--- src/rtl/modulo_scan_mux36_1.sv ---
// 36:1 read-back scanner: dwells DWELL clocks per select value, samples line 35-sel,
// streams each sample serially and publishes the assembled 36-bit frame with a one-cycle pulse.
module modulo_scan_mux36_1 #(
  parameter int DWELL = 4
) (
  input  logic        clk,
  input  logic        reset,
  input  logic        start,
  input  logic        continuous,
  input  logic [35:0] lines_in,
  output logic [5:0]  sel,
  output logic        serial_out,
  output logic        bit_valid,
  output logic [35:0] frame,
  output logic        frame_valid,
  output logic        busy
);

  typedef enum logic [1:0] {IDLE, SCAN, DONE} state_t;

  localparam logic [7:0] LAST = 8'(DWELL - 1);

  state_t      state, state_nx;
  logic [7:0]  cnt, cnt_nx;
  logic [5:0]  sel_nx;
  logic [5:0]  idx;
  logic [35:0] assembly, assembly_nx;
  logic [35:0] frame_nx;
  logic        serial_nx, bit_valid_nx, frame_valid_nx, busy_nx;

  // select k addresses line 35-k, matching the demux side of the fabric
  assign idx = 6'd35 - sel;

  always_ff @(posedge clk or posedge reset) begin
    if (reset) begin
      state       <= IDLE;
      cnt         <= '0;
      sel         <= '0;
      assembly    <= '0;
      serial_out  <= 1'b0;
      bit_valid   <= 1'b0;
      frame       <= '0;
      frame_valid <= 1'b0;
      busy        <= 1'b0;
    end else begin
      state       <= state_nx;
      cnt         <= cnt_nx;
      sel         <= sel_nx;
      assembly    <= assembly_nx;
      serial_out  <= serial_nx;
      bit_valid   <= bit_valid_nx;
      frame       <= frame_nx;
      frame_valid <= frame_valid_nx;
      busy        <= busy_nx;
    end
  end

  always_comb begin
    state_nx       = state;
    cnt_nx         = cnt;
    sel_nx         = sel;
    assembly_nx    = assembly;
    serial_nx      = serial_out;
    bit_valid_nx   = 1'b0;
    frame_nx       = frame;
    frame_valid_nx = 1'b0;
    case (state)
      IDLE: begin
        sel_nx = '0;
        cnt_nx = '0;
        if (start) state_nx = SCAN;
      end
      SCAN: begin
        if (cnt == LAST) begin
          assembly_nx[idx] = lines_in[idx];
          serial_nx        = lines_in[idx];
          bit_valid_nx     = 1'b1;
          cnt_nx           = '0;
          if (sel == 6'd35) state_nx = DONE;
          else              sel_nx   = sel + 6'd1;
        end else begin
          cnt_nx = cnt + 8'd1;
        end
      end
      DONE: begin
        frame_nx       = assembly;
        frame_valid_nx = 1'b1;
        sel_nx         = '0;
        cnt_nx         = '0;
        state_nx       = continuous ? SCAN : IDLE;
      end
      default: state_nx = IDLE;
    endcase
    busy_nx = (state_nx != IDLE);
  end

endmodule

--- config.mk ---
export PLATFORM = sky130hd
export DESIGN_NAME = modulo_scan_mux36_1
export DESIGN_NICKNAME = d
export VERILOG_FILES = /design/src/rtl/modulo_scan_mux36_1.sv
export SDC_FILE = /design/constraint.sdc
export NUM_CORES = 1
export LEC_CHECK = 0
export ABC_AREA = 1
export BUFFER_PORTS_ARGS = -buffer_cell sky130_fd_sc_hd__buf_2
export CORE_MARGIN = 2
export CORE_UTILIZATION = 47
export CTS_BUF_LIST = sky130_fd_sc_hd__clkbuf_8
export DETAILED_ROUTE_END_ITERATION = 8
export PLACE_DENSITY = 0.79
export SLEW_MARGIN = 40
export SYNTH_ARGS = -nofsm -noshare
export SYNTH_HDL_FRONTEND = slang
export SYNTH_SLANG_ARGS = --single-unit
--- constraint.sdc ---
create_clock -name clk -period 2.6 [get_ports clk]
set_input_delay 0.26 -clock clk [delete_from_list [all_inputs] [get_ports clk]]
set_output_delay 0.26 -clock clk [all_outputs]
set_load 0.1 [all_outputs]
# Word level (Yosys, flattened, before mapping)
# Index checks and enable logic that the tools add are counted.
# word_totals
regBits	92
latchBits	0
ram_bits	0
mem_bits_ro	0
inputBits	40
output_inout_bits	46
word_cells	45
memories	0
# op_classes
add_sub_neg	3
multipliers	0
div_mod_pow	0
order_cmp	2
eq_ne	6
shift	0
muxes	18
bitwise	0
reduce_logical	7
# op_table
cell	count
bitwise mux 36 bit	1
one-hot mux 8 bit (2 select lines)	1
two-way mux 6 bit	2
one-hot mux 6 bit (2 select lines)	1
adder 8 x 1 -> 8 bit, second input constant	1
equality test 8 x 2 -> 1 bit, second input constant	1
two-way mux 8 bit	1
less-than comparator 6 x 7 -> 1 bit, second input constant	1
adder 6 x 1 -> 6 bit, second input constant	1
binary-select mux 1 bit (select 6 bit)	1
demux 1 bit (select 6 bit)	1
equality test 6 bit, second input constant	1
>= comparator 6 x 1 -> 1 bit, second input constant	1
two-way mux 1 bit	6
two-way mux 2 bit	3
one-hot mux 2 bit (3 select lines)	1
subtractor 6 bit, first input constant	1
inequality test 2 bit, second input constant	2
nonzero test 2 bit	2
AND reduction 3 bit	1
equality test 2 x 1 -> 1 bit, second input constant	1
equality test 2 bit, second input constant	1
logical NOT 2 bit	1
AND reduction 2 bit	1
2 further kinds	2

# Logic depth before layout (Yosys ltp)
# logic_depth
depth_word	6
depth_mapped	14
ltp_nobuf	12

# Worst setup path after synthesis
# No wires, ideal clock.
# synth_path
path_kind	register to register
start	register sel[2]
end	register assembly[26]
setup_ns	0.124
t_arrival_ns	2.409
required_ns	2.476
setup_slack_ns	0.067
stages_incl_launch_ff	9
n_path_buf	1
period_less_slack_ns	2.533
path_cell_list	dfrtp_1 -> inv_1 -> ha_1 -> xor2_1 -> inv_1 -> nand3_1 -> buf_2 -> o31ai_1 -> nand2_1
# synth_between
elab_chain_len	6
elab_cells_between_ends	9
classes_between	add/sub (1); order compare (2); mux (5); reduce/logical (1)
# synth_lines
item	line_no	source
start, declared	11	output logic [5:0] sel,
start signal, assigned	48	sel <= sel_nx;
subtractor 6 bit *	32	assign idx = 6'd35 - sel;
less-than comparator 6 x 7 -> 1 bit (not written as such) or >= comparator 6 x 1 -> 1 bit (tied branches)	75	assembly_nx[idx] = lines_in[idx];
logical AND 1 bit (not written as such)	75	
two-way mux 1 bit (not written as such)	75	
demux 1 bit (select 6 bit)	75	
bitwise mux 36 bit *	75	
end signal, assigned	49	assembly <= assembly_nx;
end, declared	27	logic [35:0] assembly, assembly_nx;
# Mark *: on every way between the ends. The rest lies on a longest branch, timed or not. The select of a mux whose other input is x is not followed.
# A chain may end at the register's enable or synchronous reset.

# Worst setup path in the final report
# layout_path
start	register sel[2]
end	register assembly[16]
# The elaborated chain is that of the path after synthesis.

==> impl_metrics.json <==
{
  "synth_cells": 597,
  "antenna_found_initial": 0,
  "cts_max_path_buffers": 2,
  "reg2reg_to": "assembly[16]",
  "gr-total-overflow": 0,
  "diodes": 0,
  "grt_max_degree": 62,
  "use_met2_pct": 33.63,
  "cellPowerDensity_nw_per_um2": 497.4,
  "yosysSeqAreaShare_pct": 50.25,
  "pin_count": 86,
  "routedWlPerCell_um": 12.29,
  "final_common_cell": "nand2_1",
  "cp_common_cell": "inv_1",
  "drtIter0Drc": 284,
  "grt.met3_usage_pct": 4.475,
  "drc": 0,
  "totalWireLength_um": 10010,
  "synth_area_um2": 4582,
  "final_util_pct": 55.57,
  "cts_htree_levels": 3,
  "critPathArrivalTime_ns": 2.39,
  "seqCellArea_um2": 2302,
  "fin_worst_skew_ns": 0.01313,
  "post-place-ws_ns": 0.5217,
  "ys_seq_elements": 92,
  "worst_slew_pin_slew_ns": 0.7058,
  "rows": 36,
  "finalMaxSlewViolations": 0,
  "peakVddDrop_v": 0.0002244,
  "busiest_layer": "met2",
  "die_w_um": 102.7,
  "yosys_warnings": 0,
  "cts_tree": "done",
  "clockRootBuffer": "clkbuf_8",
  "coreArea_um2": 9594,
  "end_kind": "flip-flop",
  "grtUsageMet1_pct": 26.62,
  "final_nets": 720,
  "tns_ns": 0,
  "mostFrequentLayoutCells": "200 x nand2_1, 92 x dfrtp_1, 89 x inv_1",
  "place.gp.congestion": 0.8270,
  "rsz0062_at_grt": "no",
  "crit_type": "flip-flop to flip-flop",
  "crit_family": "simple AND/OR/NAND/NOR gates",
  "setup_violations": 0,
  "synth_top_family_by_area": "simple AND/OR/NAND/NOR gates",
  "startpoint_type": "flip-flop",
  "crit_chain": "inv_1 > ha_1 > xor2_1 > inv_1 > nand3_1 > nor3_1 > or2_2 > nand2_1",
  "relSlewSlack_pct": 52.85,
  "drive_above_1_share_pct": 19.53,
  "grt_pass1_wl_um": 16650,
  "postCtsSetupBuffers": 0,
  "dieArea_um2": 10550,
  "finalCriticalPeriod_ns": 2.140,
  "rr_worst_depth": 8,
  "postRouteAntennaNets": 0,
  "die_y_um": 102.7,
  "worstSkewPairLatency_ns": 0.37,
  "timing.final.ws_setup_ns": 0.4604,
  "cts_hold_buf": 0,
  "yosysTopAreaCell": "dfrtp_1",
  "syn_to_final_growth_pct": 16.36,
  "slowest_delay_ns": 0.43,
  "fmax_ghz": 0.4674,
  "port_buffers": 85,
  "leakage_nw": 2.923,
  "synth_compound_area_share_pct": 7.619,
  "multiInputGateArea_um2": 1809,
  "viasPerCell": 4.877,
  "synth-xor-area-share_pct": 0.9558,
  "fillers": 910,
  "synth.area.top_cells": "dfrtp_1 50%, nand2_1 16%, inv_1 7.4%, nor3_1 4.0%, o21ai_0 3.5%",
  "crit_path_top_delay_cell": "dfrtp_1",
  "run_status": "finished with violations",
  "final-hold-violation-count": 8,
  "yosysUniqueCellTypes": 29,
  "start_util_pct": 47.76,
  "rr_startpoint": "sel[2]",
  "synthAdderAreaFrac_pct": 1.092,
  "synthMuxAreaShare_pct": 0,
  "reg2reg_slack_ns": 0.46,
  "syn_nets": 641,
  "avgSynthCellArea_um2": 7.675,
  "cts_resized": 0,
  "cts_inserted_buffers": 9,
  "hpwl_um": 7107,
  "vias": 3970,
  "grt_usage_pct": 20.06,
  "netlist.area_leader.share_pct": 50.25,
  "crit_path_max_fanout": 11,
  "numClockSinks": 92,
  "worstPathRequired_ns": 2.85,
  "grt_pass1_vias": 3646,
  "min_period_over_period_pct": 82.29,
  "synth-simple-area-share_pct": 29.82,
  "critPathBufInv": 2,
  "violations": "hold timing",
  "drv_cap": 0,
  "path_clk_slew_ns": 0.10,
  "drt_first_pass_iters": 5,
  "whs_ns": -0.01405,
  "hp-class": "primary input to asynchronous set/reset pin"
}
==> worst register-to-register path: cells and delay by family, from the launching register on <==
family,cells,cell delay [ns]
flops,1,0.43
simple gates,4,0.94
xor+xnor,1,0.18
fa+ha+maj,1,0.24
buf+inv,2,0.24
==> flip-flops by register name, summed over array words and instances (netlist names) <==
name	cells
cnt	8
assembly	36
frame	36
frame_valid	1
serial_out	1
busy	1
bit_valid	1
sel	6
state	2
==> metal layers <==
metal	up-vias	wire length [um]
li1	2016	-
met1	1812	4499
met2	125	4794
met3	17	529
met4	0	182
met5	-	0
==> metrics by stage <==
stage | power, mW | std cells | area, um^2
after detailed placement | 1.586 | 798 | 5102
final | 2.652 | 814 | 5331
after global placement | 1.583 | 798 | 5102
after global routing | 2.761 | 814 | 5331
after floorplan | 1.541 | 597 | 4586
after CTS | 2.672 | 814 | 5331
==> kinds of logic after synthesis <==
family / count (synthesis)
flip-flops: 92
AO/OA/AOI/OAI: 60
AND/OR/NAND/NOR: 322
XOR/XNOR: 5
buffers and inverters: 114
adder cells (fa/ha/maj): 4
==> power breakdown <==
part           internal [mW]  switching [mW]
clock                  0.558           0.538
combinational         0.0404          0.0694
sequential              1.44         0.00565
total                   2.04           0.613
==> cell usage after synthesis, drive strengths merged <==
| library cell | instances |
|---|---|
| a31oi | 1 |
| clkbuf | 8 |
| or2 | 22 |
| nand3 | 26 |
| o211ai | 1 |
| o22ai | 4 |
| xnor2 | 1 |
| ha | 4 |
| nand4 | 3 |
| dfrtp | 92 |
| buf | 14 |
| nand3b | 1 |
| nand2 | 201 |
| nor3 | 37 |
| nor2 | 32 |
| o31ai | 11 |
| a32o | 1 |
| o32ai | 2 |
| a21oi | 6 |
| o21ai | 34 |
| xor2 | 4 |
| inv | 92 |
==> worst max-delay path by stage <==
stage	startpoint	endpoint	slack [ns]	depth (start not counted)
2_1_floorplan	sel[2]	assembly[26]	0.07	8
3_3_place_gp	sel[2]	assembly[27]	0.63	7
3_5_place_dp	sel[2]	assembly[30]	0.52	7
4_1_cts	sel[2]	assembly[16]	0.50	8
5_1_grt	sel[2]	assembly[31]	0.29	7
6_report	sel[2]	assembly[16]	0.46	8
==> final cells by class <==
type / count / share of cell area (%)
Clock inverter: 7 / 1.971
Inverter: 92 / 6.548
Sequential cell: 92 / 43.18
Multi-Input combinational cell: 391 / 33.94
Tap cell: 133 / 3.121
Timing Repair Buffer: 90 / 8.918
Clock buffer: 9 / 2.323
Power figures use the tool's default switching activity.
